[src/rtl/skid_pipe_reg.sv]
// skid_pipe_reg: pipeline register with a two-entry skid buffer and a
// valid/ready handshake on both sides.
//
// Handshake: a beat moves across a port on a rising edge where both valid and
// ready are high on that port. A source may not retract a beat once it has
// offered it, except that upstream in_valid is don't-care while in_ready is 0.
// in_ready and out_valid depend only on registered state and on flush, so
// neither side sees a combinational path from the other side's signals.
//
// Optional feature: define SKID_PIPE_REG_STATS_EN to add the xfer_cnt and
// stall_cnt statistics counters and their ports.
//
// state_dbg exposes the occupancy FSM (0 = EMPTY, 1 = HALF, 2 = FULL).
module skid_pipe_reg #(
  parameter int               WIDTH     = 32,
  parameter logic [WIDTH-1:0] RESET_VAL = '0
) (
  input  logic             clk,
  input  logic             rst,
  input  logic             flush,
  input  logic             in_valid,
  output logic             in_ready,
  input  logic [WIDTH-1:0] in_data,
  output logic             out_valid,
  input  logic             out_ready,
  output logic [WIDTH-1:0] out_data,
`ifdef SKID_PIPE_REG_STATS_EN
  output logic [31:0]      xfer_cnt,
  output logic [31:0]      stall_cnt,
`endif
  output logic [1:0]       state_dbg
);

  typedef enum logic [1:0] {
    EMPTY = 2'd0,
    HALF  = 2'd1,
    FULL  = 2'd2
  } state_t;

  state_t           state;
  state_t           state_n;
  logic [WIDTH-1:0] main_q;
  logic [WIDTH-1:0] skid_q;
  logic             acc_in;
  logic             acc_out;
  logic             load_main;
  logic             main_from_skid;
  logic             load_skid;

  // Flush masks both handshakes in the cycle it is asserted.
  assign in_ready  = (state != FULL) && !flush;
  assign out_valid = (state != EMPTY) && !flush;
  assign acc_in    = in_valid && in_ready;
  assign acc_out   = out_valid && out_ready;
  assign out_data  = main_q;
  assign state_dbg = state;

  // Occupancy state register.
  always_ff @(posedge clk or posedge rst) begin
    if (rst) state <= EMPTY;
    else     state <= state_n;
  end

  // Next-state and data-register load decisions.
  always_comb begin
    state_n        = state;
    load_main      = 1'b0;
    main_from_skid = 1'b0;
    load_skid      = 1'b0;
    if (flush) begin
      state_n = EMPTY;
    end else begin
      case (state)
        EMPTY: begin
          if (acc_in) begin
            load_main = 1'b1;
            state_n   = HALF;
          end
        end
        HALF: begin
          if (acc_in && acc_out) begin
            load_main = 1'b1;
          end else if (acc_in) begin
            load_skid = 1'b1;
            state_n   = FULL;
          end else if (acc_out) begin
            state_n = EMPTY;
          end
        end
        FULL: begin
          if (acc_out) begin
            load_main      = 1'b1;
            main_from_skid = 1'b1;
            state_n        = HALF;
          end
        end
        default: state_n = EMPTY;
      endcase
    end
  end

  // Data registers; the skid entry is always the younger of the two.
  always_ff @(posedge clk or posedge rst) begin
    if (rst) begin
      main_q <= RESET_VAL;
      skid_q <= RESET_VAL;
    end else begin
      if (load_main) main_q <= main_from_skid ? skid_q : in_data;
      if (load_skid) skid_q <= in_data;
    end
  end

`ifdef SKID_PIPE_REG_STATS_EN
  // Statistics counters; they wrap naturally and survive flush.
  always_ff @(posedge clk or posedge rst) begin
    if (rst) begin
      xfer_cnt  <= '0;
      stall_cnt <= '0;
    end else begin
      if (acc_out)                 xfer_cnt  <= xfer_cnt + 32'd1;
      if (out_valid && !out_ready) stall_cnt <= stall_cnt + 32'd1;
    end
  end
`endif

endmodule
[config.mk]
export PLATFORM = sky130hd
export DESIGN_NAME = skid_pipe_reg
export DESIGN_NICKNAME = d
export VERILOG_FILES = /design/src/rtl/skid_pipe_reg.sv
export SDC_FILE = /design/constraint.sdc
export NUM_CORES = 1
export LEC_CHECK = 0
export BUFFER_PORTS_ARGS = -buffer_cell sky130_fd_sc_hd__buf_4
export CORE_UTILIZATION = 40
export CTS_BUF_LIST = sky130_fd_sc_hd__clkbuf_8
export CTS_CLUSTER_SIZE = 24
export DETAILED_ROUTE_END_ITERATION = 10
export PLACE_DENSITY = 0.66
export SLEW_MARGIN = 20
export SYNTH_ARGS = -nofsm -noshare
export SYNTH_HDL_FRONTEND = slang
export SYNTH_SLANG_ARGS = --single-unit
[constraint.sdc]
create_clock -name clk -period 2.15 [get_ports clk]
set_input_delay 0.43 -clock clk [delete_from_list [all_inputs] [get_ports clk]]
set_output_delay 0.43 -clock clk [all_outputs]
set_load 0.005 [all_outputs]
==> results of run 1 <==
## sequential cells by signal (all words and copies together) (netlist names)
register and cells:
state_dbg 2, skid_q 32, out_data 32
## layout make-up
cell class,count,share of cell area [%]
Multi-Input combinational cell,113,34.98
Sequential cell,66,40.72
Tap cell,99,3.054
Inverter,1,0.09254
Clock buffer,9,3.054
Timing Repair Buffer,77,15.79
Clock inverter,7,2.313
## per-layer routing
metal  vias to the layer above  GRT usage [%]
li1                        832              -
met1                       892          18.94
met2                        50          22.73
met3                         8          4.293
met4                         0          6.855
met5                         -              0
## through the flow
step	worst slack [ns]	instances	cell area, um^2	total power [mW]	hold WS, ns
2_1_floorplan	0.06519	190	3143	2.143	0.4737
3_3_place_gp	0.2178	356	3839	2.463	0.4824
3_5_place_dp	0.1504	356	3839	2.497	0.4922
4_1_cts	0.2438	372	4056	3.643	0.1807
5_1_grt	0.1283	372	4056	3.793	0.1969
6_report	0.2445	372	4056	3.589	0.1718
## placed cells by master, fill, tap and decap left out
cell type   count
nand3_2         1
buf_12          5
and3b_2         1
bufinv_16       2
a21oi_4         1
nand2b_1        1
clkinvlp_4      2
inv_2           1
clkinv_4        1
clkbuf_8        9
buf_4          72
nor2_1          6
o21a_1          1
mux2i_1         1
nor2b_2         1
o21ai_0         1
mux2_4         60
clkinv_2        2
nor3_1          1
mux2_2         36
a21oi_1         1
nor2b_1         1
dfrtp_1        66
## cells by family after synthesis
group,share of synthesized area [%]
AO/OA/AOI/OAI,0.8358
buffers and inverters,2.746
flip-flops,52.55
multiplexers,41.88
AND/OR/NAND/NOR,1.990
## critical path, stage by stage, from the launching register on
cell	delay [ns]
dfrtp_1	0.43
nor2b_1	0.27
o21ai_0	0.24
a21oi_4	0.20
buf_12	0.28
mux2_2	0.36
## worst max path at each step
stage / startpoint / endpoint / slack, ns
final: state_dbg[1] / out_data[30] / 0.24
after global routing: state_dbg[1] / out_data[30] / 0.13
after CTS: state_dbg[1] / out_data[30] / 0.24
after detailed placement: in_valid / out_data[31] / 0.15
after global placement: in_valid / out_data[31] / 0.22
after floorplan: rst / out_data[0] / 0.07
## report_power, final
group          internal [mW]  switching (mW)  leakage [nW]
Combinational          0.545           0.220          1.03
Sequential              1.54           0.157         0.793
Clock                  0.650           0.481         0.105
==> impl_metrics.toml, run 1 <==
[timing]
finClkSkew_ns = 0.01030
max_freq_mhz = 524.8
finalSetupViolCount = 0
hold_violations = 0
finalSetupTns_ns = 0
fin_crit_ns = 1.906
tightest_slew_ns = 0.4379
finalCritPeriodShare_pct = 88.63
rsz0062_at_grt = "false"
maxSlewViolCount = 0
slew_headroom_pct = 70.50

[pwr]
power.density_nw_per_um2 = 884.7
ir_worst_vdd_uv = 314.1
p_leak_nw = 1.929

[cells_and_area]
fillCellCount = 615
final_nets = 305
multi_input_area_um2 = 1419
diodes = 0
drive_gt1_share_pct = 71.06
final_util_pct = 54.75
syn2layout_area_growth_pct = 29.06
regArea_um2 = 1652

[global_routing]
overflow = 0
grt_max_degree = 67
grt.total_usage_pct = 14.70
antenna_found_initial = 0
first_global_vias = 1916
grt_pass1_wl_um = 9411

[synthesis]
synth_top_area_cell = "dfrtp_1"
yosys_warnings = 0
syn-num-nets = 227
ys_types = 19
ys_ff_latch = 66
synth_top_area_share_pct = 52.55
syn_area_per_cell_um2 = 16.54
ys_top_cells_by_area = "dfrtp_1 (53%), mux2_4 (29%), mux2_2 (13%)"
synth_cells = 190
synth_area_um2 = 3143
synthArstFlopShare_pct = 100.0
synth_flop_cell = "dfrtp_1"
ys_seq_area_share_pct = 52.55
synth-edff-count = 0
post-synth-top-count-cell = "dfrtp_1"
synthTopCellsByCount = "dfrtp_1 (66), mux2_4 (60), mux2_2 (36)"

[routing]
wl_met3_um = 334
route.detailed.drc = 0
vias = 1782
wire_per_inst_um = 14.71
drt_iter0_drc = 30
via_per_inst = 4.790
finalWirelength_um = 5473
met2_length_um = 2588
top_layer = "met4"
met1_length_um = 2458
drt_pass1_iterations = 3
ant_nets = 0

[clock_network]
path_clk_slew_ns = 0.08
cts_resized = 0
h-tree-depth = 3
cts_hold_buf = 0
cts_inserted_buffers = 9
clock_sinks = 66
post-cts-setup-buffer-count = 0
clkLatencyLatePin_ns = 0.34
clock_path_buffers = 2
cts-root-buf = "clkbuf_8"
cts_tree = "yes"

[floorplan]
start_util_pct = 42.43
core_um2 = 7408
die_y_um = 90.64
die-area_um2 = 8216
std_cell_rows = 31
die_w_um = 90.64
io_pins = 73

[placed_design]
port-buffer-count = 72
gp_congestion = 0.7023

[job]
maxCapViolCount = 0

[setup_path]
path_class = "flip-flop to flip-flop"
reg2reg_to = "out_data[30]"
arrival_ns = 2.13
start_kind = "flip-flop"
path_max_fanout = 32
worst_setup_path_end_kind = "flip-flop"
r2r_cells = 5
r2r_start = "state_dbg[1]"
r2r_setup_slack_ns = 0.24
required_ns = 2.37

[worst_hold_path]
hold_class = "primary input to asynchronous set/reset pin"

[status]
outcome = "finished, final reports clean"
No activity file was read; power rests on OpenSTA's default activity.
==> run 2: changes to the inputs <==
CELL_PAD_IN_SITES_DETAIL_PLACEMENT = 1   (was unset)
CELL_PAD_IN_SITES_GLOBAL_PLACEMENT = 2   (was unset)
CORE_UTILIZATION = 35   (was 40)
PLACE_DENSITY = 0.78   (was 0.66)
==> run 2 against run 1 <==
Setup slack got worse by 0.030 ns. Core utilization shrank 8.9 points. Cell count rose by 3.0%. Flip-flop and latch count unchanged. Sequential power is essentially flat. Critical endpoint is now out_data[4]. Largest cell class unchanged. Routed wire length grew 11%. Register-to-register slack got worse by 0.03 ns. Clock power down 26%. Maximum frequency down 1.5%. Largest power group unchanged. Sequential share of layout area grew 0.59 points.
==> impl_metrics.toml, run 2 (same netlist as run 1, synthesis figures left out) <==
[placed_design]
dp_hpwl_um = 4385
postPlaceCellArea_um2 = 3847
gp_congestion = 0.7500
port-buffer-count = 72

[timing]
max_freq_mhz = 516.7
maxSlewViolCount = 0
fin_crit_ns = 1.935
hold_violations = 0
finClkSkew_ns = 0.006280
finalCritPeriodShare_pct = 90.02
tightest_slew_ns = 0.5104
finalSetupTns_ns = 0
rsz0062_at_grt = "false"
finalSetupViolCount = 0
slew_headroom_pct = 65.92

[routing]
drt_pass1_iterations = 4
route.detailed.drc = 0
drt_iter0_drc = 18
ant_nets = 0
via_per_inst = 4.747
finalWirelength_um = 6091
wire_per_inst_um = 15.90
vias = 1818

[clock_network]
clkLatencyLatePin_ns = 0.33
path_clk_slew_ns = 0.07
cts-root-buf = "clkbuf_8"
clock_path_buffers = 2
cts_inserted_buffers = 9
clock_sinks = 66
h-tree-depth = 3
post-cts-setup-buffer-count = 0
cts_tree = "yes"
cts_hold_buf = 0
cts_resized = 0

[job]
maxCapViolCount = 0

[cells_and_area]
diodes = 0
most-common-layout-cells = "buf_4 (77), dfrtp_1 (66), mux2_4 (60)"
fillCellCount = 899
final_nets = 308
final_common_cell = "buf_4"
drive_gt1_share_pct = 70.55
syn2layout_area_growth_pct = 27.23
fin_area_um2 = 3999

[setup_path]
start_kind = "flip-flop"
worst_setup_path_end_kind = "flip-flop"
worst_path_max_delay_cell = "dfrtp_1"
cpMostUsedCell = "mux2_4"
path_max_fanout = 13
arrival_ns = 2.15
crit_chain = "nor2b_2, and3b_2, buf_4, mux2_4, mux2_4"
required_ns = 2.36
path_class = "flip-flop to flip-flop"
max_stage_delay_ns = 0.47

[floorplan]
std_cell_rows = 34
io_pins = 73
die_w_um = 96.77
die_y_um = 96.77
die-area_um2 = 9363
start_util_pct = 36.04
core_um2 = 8721

[global_routing]
first_global_vias = 1998
overflow = 0
grt_max_degree = 27
grt.total_usage_pct = 14.29
antenna_found_initial = 0
grt_pass1_wl_um = 10290

[pwr]
ir_worst_vdd_uv = 324.1
power.density_nw_per_um2 = 827.4
p_leak_nw = 1.920

[worst_hold_path]
hold_class = "primary input to asynchronous set/reset pin"

[status]
outcome = "finished, final reports clean"
run 2: cell count changes in the layout (fill, tap and decap cells not counted), sizes merged:
cell,change
buf,+3
bufinv,-2
clkinvlp,-2
inv,+2
clkinv,+1
run 2: path summary, 6_finish.rpt:
| check | from | endpoint | slack [ns] | cells past startpoint |
|---|---|---|---|---|
| min | rst | out_data[25] | 0.13 | 2 |
| max reg2reg | state_dbg[0] | out_data[4] | 0.21 | 5 |
| min reg2reg | skid_q[31] | skid_q[31] | 0.50 | 1 |
| min in group clk | out_ready | state_dbg[1] | 0.29 | 2 |
| max | state_dbg[0] | out_data[4] | 0.21 | 5 |
| max in group asynchronous | rst | skid_q[22] | 1.34 | 3 |
run 2: final cells by class:
class,count,area [um^2],area share (%)
Sequential cell,66,1652,41.30
Multi-Input combinational cell,113,1419,35.48
Timing Repair Buffer,80,638.1,15.96
Tap cell,108,135.1,3.379
Clock buffer,9,123.9,3.098
Clock inverter,6,27.53,0.6884
Inverter,1,3.754,0.09387
run 2: layer usage:
metal	up-vias	share of wire, %	track usage, %
met1	928	43	17.28
met3	8	4.8	4.913
met5	-	0	0
met2	48	51	23.56
met4	0	1.5	5.166
li1	834	-	-
run 2: where the power goes:
group,switching (mW),internal [mW],total (mW),leakage (nW)
logic,0.227,0.547,0.773,1.04
clock network,0.440,0.395,0.835,0.0910
registers,0.164,1.54,1.70,0.793
total,0.830,2.48,3.31,1.92
run 2: critical path, delay by kind of cell (launching register included):
family | cells | cell delay (ns)
mux | 2 | 0.59
flops | 1 | 0.47
buf+inv | 1 | 0.28
simple gates | 2 | 0.47
run 2: through the flow:
| stage | setup WS (ns) | utilization (%) | instances | hold slack [ns] | total power, mW |
|---|---|---|---|---|---|
| after floorplan | 0.06519 | - | 190 | 0.4737 | 2.143 |
| after global placement | 0.2099 | 44.12 | 368 | 0.4828 | 2.473 |
| after detailed placement | 0.1561 | 44.12 | 368 | 0.4924 | 2.519 |
| after CTS | 0.2067 | 45.85 | 383 | 0.1382 | 3.382 |
| after global routing | 0.1090 | 45.85 | 383 | 0.1398 | 3.523 |
| final | 0.2147 | 45.85 | 383 | 0.1321 | 3.308 |
==> run 3: changes to the inputs <==
CORE_UTILIZATION = 39   (was 35)
PLACE_DENSITY = 0.83   (was 0.78)
clock period = 1.9 ns   (was 2.15 ns; I/O delays follow)
==> run 3 against run 2 <==
Register-to-register slack got worse by 0.15 ns. Core utilization rose by 7.3 points. Clock power grew 59%. Largest power group unchanged. First-iteration DRC count up 100%. Clock skew increased by 0.0068 ns. Highest routed layer unchanged. Via count up 1.3%. Flip-flop and latch count stayed put. Maximum frequency increased by 5.6%. Clock-buffer cell count stayed put. Global-route usage grew 1.3 points.
==> impl_metrics.toml, run 3 (same netlist as run 1, synthesis figures left out) <==
[status]
outcome = "finished, final reports clean"

[global_routing]
grt_pass1_wl_um = 9991
first_global_vias = 2005
grt_max_degree = 67
antenna_found_initial = 0
grt.total_usage_pct = 15.59
overflow = 0

[setup_path]
cpLargestDelayFamily = "compound AO/OA/AOI/OAI gates"
path_class = "flip-flop to flip-flop"
worst_setup_path_end_kind = "flip-flop"
r2r_start = "state_dbg[1]"
critPathBufInv = 1
worst_path_max_delay_cell = "dfrtp_2"
arrival_ns = 2.06
path_max_fanout = 16
reg2reg_to = "out_data[30]"
r2r_setup_slack_ns = 0.07
required_ns = 2.13
max_stage_delay_ns = 0.44
crit_chain = "nor2b_1, o21ai_0, a21oi_4, buf_12, mux2_2"
r2r_cells = 5
startpoint = "state_dbg[1]"
start_kind = "flip-flop"

[floorplan]
io_pins = 73
die-area_um2 = 8422
die_y_um = 91.77
die_w_um = 91.77
std_cell_rows = 32
start_util_pct = 40.46
core_um2 = 7767

[placed_design]
gp_congestion = 0.7385
port-buffer-count = 72
place_ws_ns = -0.003306
dp_hpwl_um = 4105

[clock_network]
cts-root-buf = "clkbuf_8"
h-tree-depth = 3
clkLatencyLatePin_ns = 0.35
clock_sinks = 66
clock_path_buffers = 2
path_clk_slew_ns = 0.09
cts_tree = "yes"
cts_inserted_buffers = 9
cts_hold_buf = 0

[cells_and_area]
fillCellCount = 772
final_common_cell = "buf_4"
drive_gt1_share_pct = 72.04
final_nets = 311
syn2layout_area_growth_pct = 31.45
final_util_pct = 53.19
regArea_um2 = 1653
diodes = 0
multi_input_area_um2 = 1419
most-common-layout-cells = "buf_4 (77), dfrtp_1 (65), mux2_4 (60)"

[timing]
finalSetupViolCount = 0
maxSlewViolCount = 0
finalCritPeriodShare_pct = 96.45
max_freq_mhz = 545.7
setup_slack_ns = 0.06753
hold_violations = 0
tightest_slew_ns = 0.4598
finalSetupTns_ns = 0
finClkSkew_ns = 0.01310
fin_crit_ns = 1.832
rsz0062_at_grt = "false"
slew_headroom_pct = 69.02

[job]
maxCapViolCount = 0

[pwr]
p_leak_nw = 1.963
ir_worst_vdd_uv = 444.3
power.density_nw_per_um2 = 1003

[routing]
ant_nets = 0
finalWirelength_um = 6078
drt_pass1_iterations = 3
via_per_inst = 4.835
drt_iter0_drc = 36
vias = 1842
route.detailed.drc = 0
wire_per_inst_um = 15.95

[worst_hold_path]
hold_class = "primary input to asynchronous set/reset pin"
-- run 3: how the worst max path moves through the flow --
stage / cells after the start / slack (ns) / endpoint
final: 5 / 0.07 / out_data[30]
after floorplan: 6 / 0.18 / out_data[0]
after global routing: 5 / 0.0004 / out_data[30]
after CTS: 5 / 0.04 / out_data[0]
after detailed placement: 6 / -0.003 / out_data[30]
after global placement: 6 / 0.06 / out_data[30]
-- run 3: layout make-up --
type                       instances  share of cell area, %
timing repair buffer              83                  16.90
inverter                           1                 0.1817
sequential                        66                  40.01
multi-input combinational        113                  34.34
clock inverter                     7                  2.483
clock buffer                       9                  2.998
tap                              102                  3.089
-- run 3: power breakdown --
group	switching [mW]	internal [mW]	leakage [nW]
clock	0.580	0.749	0.110
sequential	0.182	1.74	0.792
combinational	0.265	0.629	1.06
-- run 3: routing by layer --
layer  up-vias  share of wire (%)  global-route usage (%)
met3        13                4.2                   2.819
li1        840                  -                       -
met4         0                2.2                   8.203
met5         -                  0                       0
met2        46                 53                   26.63
met1       943                 41                   18.74
-- run 3: worst register-to-register path, delay by kind of cell (launching register included) --
family                 cells  cell delay (ns)
AOI/OAI and AO/OA          2             0.51
buffers and inverters      1             0.22
DFF                        1             0.44
muxes                      1             0.36
and+or+nand+nor            1             0.21
-- run 3: repair_timing --
action,in CTS,in global routing
setup buffers,0,1
gates resized for setup,0,1
endpoints found under the setup margin,0,24
-- run 3: stage by stage --
step | power (mW) | area, um^2 | cells | hold slack, ns
after floorplan | 2.426 | 3147 | 190 | 0.4457
after CTS | 4.204 | 4123 | 380 | 0.1247
after global routing | 4.339 | 4131 | 381 | 0.1386
after detailed placement | 2.853 | 3896 | 364 | 0.4943
final | 4.143 | 4131 | 381 | 0.1025
after global placement | 2.811 | 3896 | 364 | 0.4841
